--- config.mk ---
export PLATFORM = sky130hd
export DESIGN_NAME = ssram_bank
export DESIGN_NICKNAME = d
export VERILOG_FILES = /design/src/rtl/ssram_bank.sv
export SDC_FILE = /design/constraint.sdc
export NUM_CORES = 1
export LEC_CHECK = 0
export ABC_AREA = 1
export CORE_AREA = 2 2 231 233
export CTS_CLUSTER_DIAMETER = 120
export DETAILED_ROUTE_END_ITERATION = 16
export DIE_AREA = 0 0 233 235
export PLACE_DENSITY = 0.59
export RECOVER_POWER = 50
export SYNTH_ARGS = -nofsm -noshare
export SYNTH_HDL_FRONTEND = slang
export SYNTH_SLANG_ARGS = --single-unit
--- constraint.sdc ---
create_clock -name clk -period 1.2 [get_ports clk]
set_clock_uncertainty 0.05 [all_clocks]
set_input_delay 0.24 -clock clk [delete_from_list [all_inputs] [get_ports clk]]
set_output_delay 0.24 -clock clk [all_outputs]
set_load 0.05 [all_outputs]
--- src/rtl/ssram_bank.sv ---
// ----------------------------------------------------------------------------
// ssram_bank
//   Register bank for the HWAG configuration/status space. DEPTH registers of
//   WIDTH bits are reachable through a single-cycle bus port (binary address),
//   drive parallel outputs and can be loaded by fabric logic via hw_ld/hw_d.
//   Each register has its own reset value. Registers flagged in RO_MASK reject
//   bus writes, but hw_ld can still load them.
//
// Ports
//   clk        system clock, rising edge
//   rst        asynchronous reset, active low
//   bus_addr   register index
//   bus_wdata  write data
//   bus_we     write strobe (one cycle per access)
//   bus_re     read strobe (one cycle per access)
//   bus_rdata  read data, valid with bus_ack, 0 otherwise
//   bus_ack    one-cycle completion pulse, one cycle after the access
//   bus_err    access rejected (bad address or write to a read-only register)
//   hw_ld      per-register hardware load strobes
//   hw_d       hardware load data, register i = hw_d[i*WIDTH +: WIDTH]
//   out        parallel register contents, same packing as hw_d
//   wr_stb     bit i pulses with bus_ack after a successful bus write to i
// ----------------------------------------------------------------------------
module ssram_bank #(
    parameter int                       WIDTH     = 16,
    parameter int                       DEPTH     = 16,
    parameter int                       ADDR_W    = 8,
    parameter logic [DEPTH*WIDTH-1:0]   RESET_VAL = '0,
    parameter logic [DEPTH-1:0]         RO_MASK   = '0
) (
    input  logic                     clk,
    input  logic                     rst,
    input  logic [ADDR_W-1:0]        bus_addr,
    input  logic [WIDTH-1:0]         bus_wdata,
    input  logic                     bus_we,
    input  logic                     bus_re,
    output logic [WIDTH-1:0]         bus_rdata,
    output logic                     bus_ack,
    output logic                     bus_err,
    input  logic [DEPTH-1:0]         hw_ld,
    input  logic [DEPTH*WIDTH-1:0]   hw_d,
    output logic [DEPTH*WIDTH-1:0]   out,
    output logic [DEPTH-1:0]         wr_stb
);

    logic [WIDTH-1:0] regs [DEPTH];

    logic             access;
    logic             addr_ok;
    logic             ro_hit;
    logic             acc_err;
    logic             wr_ok;
    logic [WIDTH-1:0] rd_val;
    logic [DEPTH-1:0] wr_sel;

    // Address decode by comparison against each index, so an out-of-range
    // address simply matches nothing (rd_val stays 0, addr_ok stays 0).
    always_comb begin
        addr_ok = 1'b0;
        ro_hit  = 1'b0;
        rd_val  = '0;
        for (int i = 0; i < DEPTH; i++) begin
            if (bus_addr == ADDR_W'(i)) begin
                addr_ok = 1'b1;
                ro_hit  = RO_MASK[i];
                rd_val  = regs[i];
            end
        end
        access  = bus_we | bus_re;
        acc_err = access & (~addr_ok | (bus_we & ro_hit));
        wr_ok   = bus_we & addr_ok & ~ro_hit;
        wr_sel  = '0;
        for (int i = 0; i < DEPTH; i++) begin
            wr_sel[i] = wr_ok & (bus_addr == ADDR_W'(i));
        end
    end

    // A successful bus write takes priority over hw_ld on the same register;
    // a rejected write leaves wr_sel clear, so hw_ld wins on read-only ones.
    always_ff @(posedge clk or negedge rst) begin
        if (!rst) begin
            for (int i = 0; i < DEPTH; i++) begin
                regs[i] <= RESET_VAL[i*WIDTH +: WIDTH];
            end
        end else begin
            for (int i = 0; i < DEPTH; i++) begin
                if (wr_sel[i]) begin
                    regs[i] <= bus_wdata;
                end else if (hw_ld[i]) begin
                    regs[i] <= hw_d[i*WIDTH +: WIDTH];
                end
            end
        end
    end

    // Response stage. rd_val is taken before this edge's updates, so a
    // combined we+re returns the pre-write value.
    always_ff @(posedge clk or negedge rst) begin
        if (!rst) begin
            bus_ack   <= 1'b0;
            bus_err   <= 1'b0;
            bus_rdata <= '0;
            wr_stb    <= '0;
        end else begin
            bus_ack   <= access;
            bus_err   <= acc_err;
            bus_rdata <= (bus_re & ~acc_err) ? rd_val : '0;
            wr_stb    <= wr_sel;
        end
    end

    always_comb begin
        out = '0;
        for (int i = 0; i < DEPTH; i++) begin
            out[i*WIDTH +: WIDTH] = regs[i];
        end
    end

endmodule

Yosys cells after proc, flatten, opt, wreduce, memory -nomap -nowiden
Index checks and enable logic that the tools add are counted.
{ "op_classes": {"eq_ne": 15, "n_mux": 65, "bitwise": 22, "n_reduce_logical": 17} }
{ "ops": {"columns": ["op", "count"], "rows": [
  ["16-bit 2-to-1 mux", 49],
  ["8-bit by 4-bit == test with 1-bit output (second input constant)", 8],
  ["8-bit by 3-bit == test with 1-bit output (second input constant)", 4],
  ["2-bit nonzero test", 16],
  ["1-bit AND", 19],
  ["8-bit by 2-bit == test with 1-bit output (second input constant)", 2],
  ["1-bit 2-to-1 mux", 16],
  ["8-bit by 1-bit == test with 1-bit output (second input constant)", 1],
  ["8-bit zero test", 1],
  ["1-bit NOT", 2],
  ["1-bit OR", 1]
]} }
{ "word_totals": {"register_bits": 290, "inputBits": 300, "output_inout_bits": 290, "word_cells": 139} }

Logic depth before layout (Yosys ltp)
Gate-level depths: netlist of run 1.
{ "depth": {"ltp_word": 22, "mapped_depth": 15, "mapped_depth_nobuf": 14} }

Least setup slack after synthesis of run 1
OpenSTA, ideal clock, no wires.
{ "synth_timing": {"path_type": "input-to-reg", "start": "input port bus_addr[7]", "end": "register regs (netlist bit out[133])", "setup_ns": 0.140, "arrival_ns": 1.502, "t_required_ns": 1.010, "slack_ns": -0.491, "stages": 11, "n_path_buf": 4, "cell_sequence": "nor2_2 > nand2_2 > buf_6 > nor2_8 > inv_2 > buf_6 > nor2_4 > or2_1 > buf_2 > buf_6 > o221ai_2"} }
{ "synth_via": {"elab_chain_cells": 20} }
{ "synth_rtl": {"columns": ["item", "line", "rtl"], "rows": [
  ["start: declaration", "33", "input logic [ADDR_W-1:0] bus_addr,"],
  ["8-bit zero test", "63", "if (bus_addr == ADDR_W'(i)) begin"],
  ["1-bit 2-to-1 mux (16 in series)", "63", null],
  ["1-bit AND", "71", "wr_ok = bus_we & addr_ok & ~ro_hit;"],
  ["1-bit AND (*)", "74", "wr_sel[i] = wr_ok & (bus_addr == ADDR_W'(i));"],
  ["net wr_sel[8]", "54", "logic [DEPTH-1:0] wr_sel;"],
  ["16-bit 2-to-1 mux or 2-bit nonzero test (tied branches)", null, null],
  ["end signal: indexed assignment", "83", "regs[i] <= RESET_VAL[i*WIDTH +: WIDTH];"],
  ["end signal: indexed assignment", "88", "regs[i] <= bus_wdata;"],
  ["end signal: indexed assignment", "90", "regs[i] <= hw_d[i*WIDTH +: WIDTH];"],
  ["end: declaration", "46", "logic [WIDTH-1:0] regs [DEPTH];"]
]} }
Mark *: on every way through the listed nets, which the timed path passes. The rest lies on a longest branch.
A chain may end at the register's enable or synchronous reset.

Worst setup path in the final report of run 1
{ "layout_timing": {"start": "register regs (netlist bit out[37])", "end": "register bus_rdata[5]"} }
{ "layout_via": {"elab_chain_cells": 15} }
{ "layout_rtl": {"columns": ["item", "line", "rtl"], "rows": [
  ["16-bit 2-to-1 mux (14 in series)", "63", null],
  ["16-bit 2-to-1 mux", "107", "bus_rdata <= (bus_re & ~acc_err) ? rd_val : '0;"],
  ["end signal: assignment", "107", null],
  ["end: declaration", "37", "output logic [WIDTH-1:0] bus_rdata,"]
]} }
No other way between the ends.

==> results of run 1 <==
==> repair_timing <==
item	CTS	global route
hold buffers	1	0
pin swaps	138	142
gates cloned	29	12
setup buffers	49	24
endpoints found under the setup margin	578	576
gates resized for setup	437	254
hold endpoints to repair	238	0
==> power by group <==
part	internal, mW	switching, mW
clock network	6.25	4.55
logic	6.35	6.83
registers	10.6	0.977
==> per-layer routing <==
layer / vias to the layer above / global-route usage (%) / part of all wire (%) / wire (um)
li1: 8286 / - / - / -
met1: 9735 / 44.1 / 39 / 37200
met4: 2 / 15.2 / 5.2 / 5070
met3: 285 / 6.99 / 9.2 / 8870
met2: 1198 / 54.4 / 47 / 45400
met5: - / 0 / 0.013 / 13
==> cell usage after synthesis <==
cell type / n / area, sq um
nor2_2: 8 / 50.1
mux2i_1: 2 / 20.0
o221ai_1: 171 / 1500
inv_2: 23 / 86.3
dfrtp_1: 290 / 7260
or2_1: 12 / 75.1
o221ai_2: 50 / 751
o211ai_1: 17 / 128
nand2_2: 4 / 25.0
buf_1: 13 / 48.8
clkbuf_2: 1 / 5.00
o21ai_1: 5 / 25.0
nand4_1: 39 / 244
buf_2: 31 / 155
or2_2: 1 / 6.26
o211ai_2: 14 / 175
clkbuf_1: 83 / 312
inv_1: 284 / 1070
a21oi_1: 32 / 160
nand2_1: 214 / 803
nor2_1: 69 / 259
nor2_4: 11 / 124
buf_6: 14 / 158
nor2_8: 1 / 20.0
nor3_2: 1 / 10.0
buf_4: 7 / 52.6
nand3_1: 319 / 1600
nor3_1: 5 / 25.0
o21ai_0: 44 / 220
==> kinds of logic after synthesis <==
kind of cell / Yosys count / share of synthesized area, %
and+or+nand+nor: 684 / 21.1
buffers and inverters: 456 / 12.3
AOI/OAI and AO/OA: 333 / 19.3
DFF: 290 / 47.3
muxes: 2 / 0.130
==> worst max-delay path by stage <==
stage,from,end,slack [ps],cells past startpoint
final,out[37],bus_rdata[5],-900,10
after global placement,bus_addr[4],bus_rdata[12],-1980,16
after CTS,out[5],bus_rdata[5],-870,10
after detailed placement,bus_addr[4],bus_rdata[5],-2060,16
after global routing,out[5],bus_rdata[5],-1010,10
after floorplan,bus_addr[5],out[133],-440,11
==> stage by stage <==
step | power (mW) | setup WS [ps] | setup TNS (ps) | std cells | hold slack (ps)
2_1_floorplan | 15.9 | -440 | -98640 | 1765 | -106
3_3_place_gp | 23.8 | -1980 | -373260 | 3363 | 51.2
3_5_place_dp | 23.8 | -2060 | -382230 | 3363 | 59.6
4_1_cts | 35.1 | -874 | -242930 | 3496 | 78.9
5_1_grt | 36.4 | -1010 | -278130 | 3526 | 71.2
6_report | 35.5 | -902 | -241410 | 3527 | 85.9
==> critical path, cell delays in order (launching register included) <==
cell	delay, ps
dfrtp_1	390
inv_2	100
nor2_1	70
nor2_2	200
nand4_1	190
nand2_2	130
nand4_1	160
nor2_4	180
nand4_1	270
nor2_1	190
nor2_1	70
==> sequential cells by signal, indices dropped and copies added (netlist names) <==
| register | cells |
|---|---|
| bus_rdata | 16 |
| bus_ack | 1 |
| bus_err | 1 |
| out | 256 |
| wr_stb | 16 |
==> area by class of cell <==
| type | instances | area [sq um] | area share [%] |
|---|---|---|---|
| clock buffers | 49 | 1040 | 3.03 |
| inverters | 307 | 1240 | 3.61 |
| repair inverters | 1 | 5.00 | 0.0146 |
| flip-flops and latches | 290 | 7270 | 21.2 |
| diodes | 5 | 12.5 | 0.0365 |
| multi-input cells | 1020 | 8980 | 26.2 |
| well taps | 688 | 861 | 2.51 |
| clock inverters | 10 | 95.1 | 0.277 |
| repair buffers | 1157 | 14800 | 43.1 |
==> impl_metrics.env, run 1 <==
export IMPL_status="finished, violations left"
export IMPL_violations="negative setup slack"
export IMPL_max_cap_viol_count=0
export IMPL_grt_pass1_vias=20000
export IMPL_crit_fanout=2
export IMPL_vias_per_cell=5.53
export IMPL_overflow=0
export IMPL_p_leak_nw=15.4
export IMPL_reg2reg_from="out[37]"
export IMPL_start_util_pct=29.4
export IMPL_fin_crit_sh_pct=175
export IMPL_num_rows=84
export IMPL_grt_antenna_before_repair=8
export IMPL_layout_commonest_cell="buf_4"
export IMPL_fillers=3860
export IMPL_wirelength_um=96600
export IMPL_drive_above_1_share_pct=53.2
export IMPL_max_slew_margin_pct=43.5
export IMPL_chipWidth_um=233
export IMPL_power_density_nw_per_um2=1040
export IMPL_syn_nets=2065
export IMPL_avgSynthCellArea_sq_um=8.70
export IMPL_worst_pin_slew_ps=847
export IMPL_layout_setup_ws_ps=-902
export IMPL_cts_buffer_depth=3
export IMPL_final_cell_mix="buf_4, buf_12, clkdlybuf4s50_1"
export IMPL_min_from="bus_we"
export IMPL_grt_usage_pct=34.0
export IMPL_setup_viol=715
export IMPL_required_ps=1580
export IMPL_dp_hpwl_um=71000
export IMPL_htree_num_levels=2
export IMPL_syn_to_final_growth_pct=123
export IMPL_setup_worst_path_start_class="register"
export IMPL_fp_dieH_um=235
export IMPL_synth_seq_cells=290
export IMPL_cts_tree="built"
export IMPL_grt_pass1_wl_um=136000
export IMPL_rsz0062_at_grt="yes"
export IMPL_synth_cells=1765
export IMPL_hold_path_class="in2reg"
export IMPL_arrival_ps=2490
export IMPL_drt_iter0_markers=2040
export IMPL_core_sq_um=52200
export IMPL_cts_buffers=34
export IMPL_routedWlPerCell_um=27.4
export IMPL_layout_nets=3111
export IMPL_clock_latency_ps=560
export IMPL_fin_util_pct=65.7
export IMPL_finalMaxSlewViolations=0
export IMPL_first_pass_iters=8
export IMPL_reg2reg_to="bus_rdata[5]"
export IMPL_clock_sinks=290
export IMPL_ys_types=29
export IMPL_cp_end_kind="register"
export IMPL_clock_fmax_mhz=476
export IMPL_worstSetupPathType="reg2reg"
export IMPL_grt_max_degree=44
export IMPL_placed_cell_area_sq_um=29100
export IMPL_reg2reg_slack_ps=-900
export IMPL_final_area_sq_um=34300
export IMPL_num_vias=19500
export IMPL_vdd_ir_drop_worst_v=0.000854
export IMPL_min_to="wr_stb[0]"
export IMPL_min_path_cells=3
export IMPL_place_port_buffers=589
export IMPL_clk_pin_slew_ps=60
export IMPL_drc=0
export IMPL_ios=590
export IMPL_gp_congestion=0.963
export IMPL_hold_violations=0
export IMPL_drtAntennaViolNets=0
export IMPL_clock_root_buffer="clkbuf_16"
export IMPL_rr_worst_depth=10
export IMPL_netlist_area_sq_um=15400
export IMPL_yosysWarnings=0
export IMPL_final_min_clock_period_ps=2100
export IMPL_dieArea_sq_um=54800
export IMPL_synth_seq_area_share_pct=47.3
No activity file was read; power rests on OpenSTA's default activity.
==> inputs of run 2 (changes only) <==
ABC_AREA = unset   (was 1)
CORE_AREA = 2 2 230 232   (was 2 2 231 233)
DIE_AREA = 0 0 232 234   (was 0 0 233 235)
==> run 2 against run 1 <==
The run still ends with negative setup slack left. Die area is 0.85% lower. Maximum frequency is 19% higher. Synthesized cell count is 11% lower. Critical path type is now in2reg. Highest routed layer is now met4.
==> impl_metrics.env, run 2 <==
export IMPL_status="finished, violations left"
export IMPL_violations="negative setup slack"
export IMPL_grt_pass1_vias=18300
export IMPL_met1_usage_pct=42.1
export IMPL_switchingPower_mw=13.7
export IMPL_synth_seq_area_share_pct=47.5
export IMPL_synth_adder_area_share_pct=0
export IMPL_num_vias=18700
export IMPL_hold_violations=0
export IMPL_synth_top_area_cell="dfrtp_1"
export IMPL_avgSynthCellArea_sq_um=9.75
export IMPL_synthSimpleGateAreaFrac_pct=10.1
export IMPL_synth_cells=1566
export IMPL_gp_congestion=0.924
export IMPL_cts_buffers=36
export IMPL_synth_seq_cells=290
export IMPL_gr_max_usage_layer="met2"
export IMPL_min_path_cells=3
export IMPL_clock_root_buffer="clkbuf_16"
export IMPL_layout_commonest_cell="buf_12"
export IMPL_synth_top_area_share_pct=47.5
export IMPL_grt_max_degree=46
export IMPL_worst_pin_slew_ps=841
export IMPL_finalMaxSlewViolations=0
export IMPL_place_port_buffers=589
export IMPL_pwr_share_clk_pct=28.7
export IMPL_htree_num_levels=2
export IMPL_power_mw=39.5
export IMPL_ios=590
export IMPL_vias_per_cell=5.45
export IMPL_ys_flop_type="dfrtp_1"
export IMPL_netlist_top_cells_count="dfrtp_1, mux2i_1, a21oi_1, nor2_1, clkbuf_1"
export IMPL_syn_to_final_growth_pct=140
export IMPL_setup_viol=714
export IMPL_synthArstFlopShare_pct=100
export IMPL_power_frac_comb_pct=42.1
export IMPL_core_sq_um=52000
export IMPL_syn_nets=1866
export IMPL_worstSetupPathType="in2reg"
export IMPL_routedWlPerCell_um=28.9
export IMPL_multi_input_area_sq_um=10300
export IMPL_grt_usage_pct=32.7
export IMPL_max_slew_margin_pct=43.9
export IMPL_arrival_ps=2140
export IMPL_cp_end_kind="register"
export IMPL_rsz0062_at_grt="yes"
export IMPL_synth_xor_xnor_area_share_pct=0
export IMPL_synth_edf_count=0
export IMPL_fp_dieH_um=234
export IMPL_vdd_ir_drop_worst_v=0.000862
export IMPL_fillers=3420
export IMPL_power_density_nw_per_um2=1080
export IMPL_ys_types=44
export IMPL_final_cell_mix="buf_12, clkdlybuf4s50_1, buf_4"
export IMPL_p_leak_nw=16.0
export IMPL_start_util_pct=29.3
export IMPL_seq_area_sq_um=7300
export IMPL_first_pass_iters=5
export IMPL_num_rows=84
export IMPL_chipWidth_um=232
export IMPL_largest_reg_flops=256
export IMPL_drt_iter0_markers=1541
export IMPL_setup_worst_path_start_class="input pin"
export IMPL_overflow=0
export IMPL_synth_area_mux_share_pct=23.3
export IMPL_clock_fmax_mhz=567
export IMPL_grt_pass1_wl_um=128000
export IMPL_synth_compound_area_share_pct=14.6
export IMPL_p_int_mw=25.9
export IMPL_cts_tree="built"
export IMPL_synth_top_family_by_area="multiplexers"
export IMPL_wirelength_um=99500
export IMPL_max_cap_viol_count=0
export IMPL_met2_usage_pct=54.4
export IMPL_rr_worst_depth=4
export IMPL_fin_setup_tns_ps=-211520
export IMPL_clock_latency_ps=550
export IMPL_crit_fanout=5
export IMPL_layout_setup_ws_ps=-564
export IMPL_hold_path_class="in2reg"
export IMPL_grt_util_met3_pct=6.52
export IMPL_grt_antenna_before_repair=9
export IMPL_drtAntennaViolNets=0
export IMPL_yosysWarnings=0
export IMPL_power_frac_seq_pct=29.2
export IMPL_clock_sinks=290
export IMPL_final_min_clock_period_ps=1760
export IMPL_fin_crit_sh_pct=147
export IMPL_cts_buffer_depth=3
export IMPL_ys_top_cells_by_area="dfrtp_1, mux2i_1, a21oi_1"
export IMPL_drive_above_1_share_pct=57.8
export IMPL_post_synth_top_count_cell="dfrtp_1"
export IMPL_clk_pin_slew_ps=60
export IMPL_netlist_area_sq_um=15300
export IMPL_swShare_pct=34.6
export IMPL_drc=0
export IMPL_dieArea_sq_um=54300
export IMPL_layout_nets=3022
export IMPL_dp_hpwl_um=64600
export IMPL_required_ps=1580
[run 2: cell type report]
| class | count | area share (%) |
|---|---|---|
| antenna | 9 | 0.0615 |
| clock buffer | 51 | 2.86 |
| clock inverter | 10 | 0.383 |
| tap | 688 | 2.35 |
| timing repair buffer | 1269 | 45.9 |
| sequential | 290 | 19.9 |
| inverter | 21 | 0.297 |
| multi-input combinational | 1104 | 28.2 |
[run 2: worst paths after layout]
check                             from            to  slack, ps
min in group asynchronous          rst      out[172]        360
max in group asynchronous          rst      out[123]        -60
setup reg to reg               out[41]  bus_rdata[9]       -460
hold / removal             bus_addr[7]       bus_err        100
setup / recovery           bus_addr[6]      out[184]       -560
hold reg to reg               out[176]      out[176]        610
[run 2: logic make-up (layout without fill, tap and decap cells)]
logic type,after synthesis,count (layout)
AOI/OAI and AO/OA,402,402
buffers and inverters,173,1351
DFF,290,290
muxes,325,325
other,0,9
and+or+nand+nor,376,377
[run 2: critical path: stages]
cell and delay [ps]:
buf_8 100, or4_4 630, buf_12 190, buf_12 120, nor3_4 180, buf_8 200, nand2_8 120, buf_12 170
nor2_4 120, a21oi_4 50
[run 2: per-stage QoR]
step | cell area, sq um | instances | utilization (%) | worst slack, ps | hold slack (ps)
3_3_place_gp | 28500 | 3136 | 54.9 | -1740 | 125
3_5_place_dp | 28500 | 3136 | 54.9 | -1710 | 128
2_1_floorplan | 15300 | 1566 | - | -754 | -106
4_1_cts | 32200 | 3253 | 61.9 | -503 | 85.2
6_report | 36600 | 3442 | 70.3 | -564 | 97.7
5_1_grt | 36600 | 3440 | 70.3 | -563 | 94.3
[run 2: power groups by stage]
stage / Sequential, mW / Combinational [mW] / Clock (mW)
final: 11.5 / 16.7 / 11.4
after global routing: 11.6 / 17.1 / 11.8
after CTS: 11.5 / 14.6 / 11.3
after detailed placement: 11.7 / 14.2 / 0
after global placement: 11.6 / 14.1 / 0
after floorplan: 14.6 / 2.11 / 0
[run 2: what timing repair did]
action	CTS	global route
resized for setup	403	722
hold buffers	1	0
buffers inserted	24	169
setup endpoints to repair	578	578
endpoints found under the hold margin	290	0
cloned	34	27
pin swaps	45	46
[run 2: layer usage]
metal	part of all wire (%)	vias up
met2	48	1057
met1	39	9495
li1	-	7919
met3	7.8	273
met4	5.7	0
met5	0	-
==> inputs of run 3 (changes only) <==
SLEW_MARGIN = 25   (was unset)
==> results of run 3 <==
Final layout, timing and power as in run 2 (identical DEF).
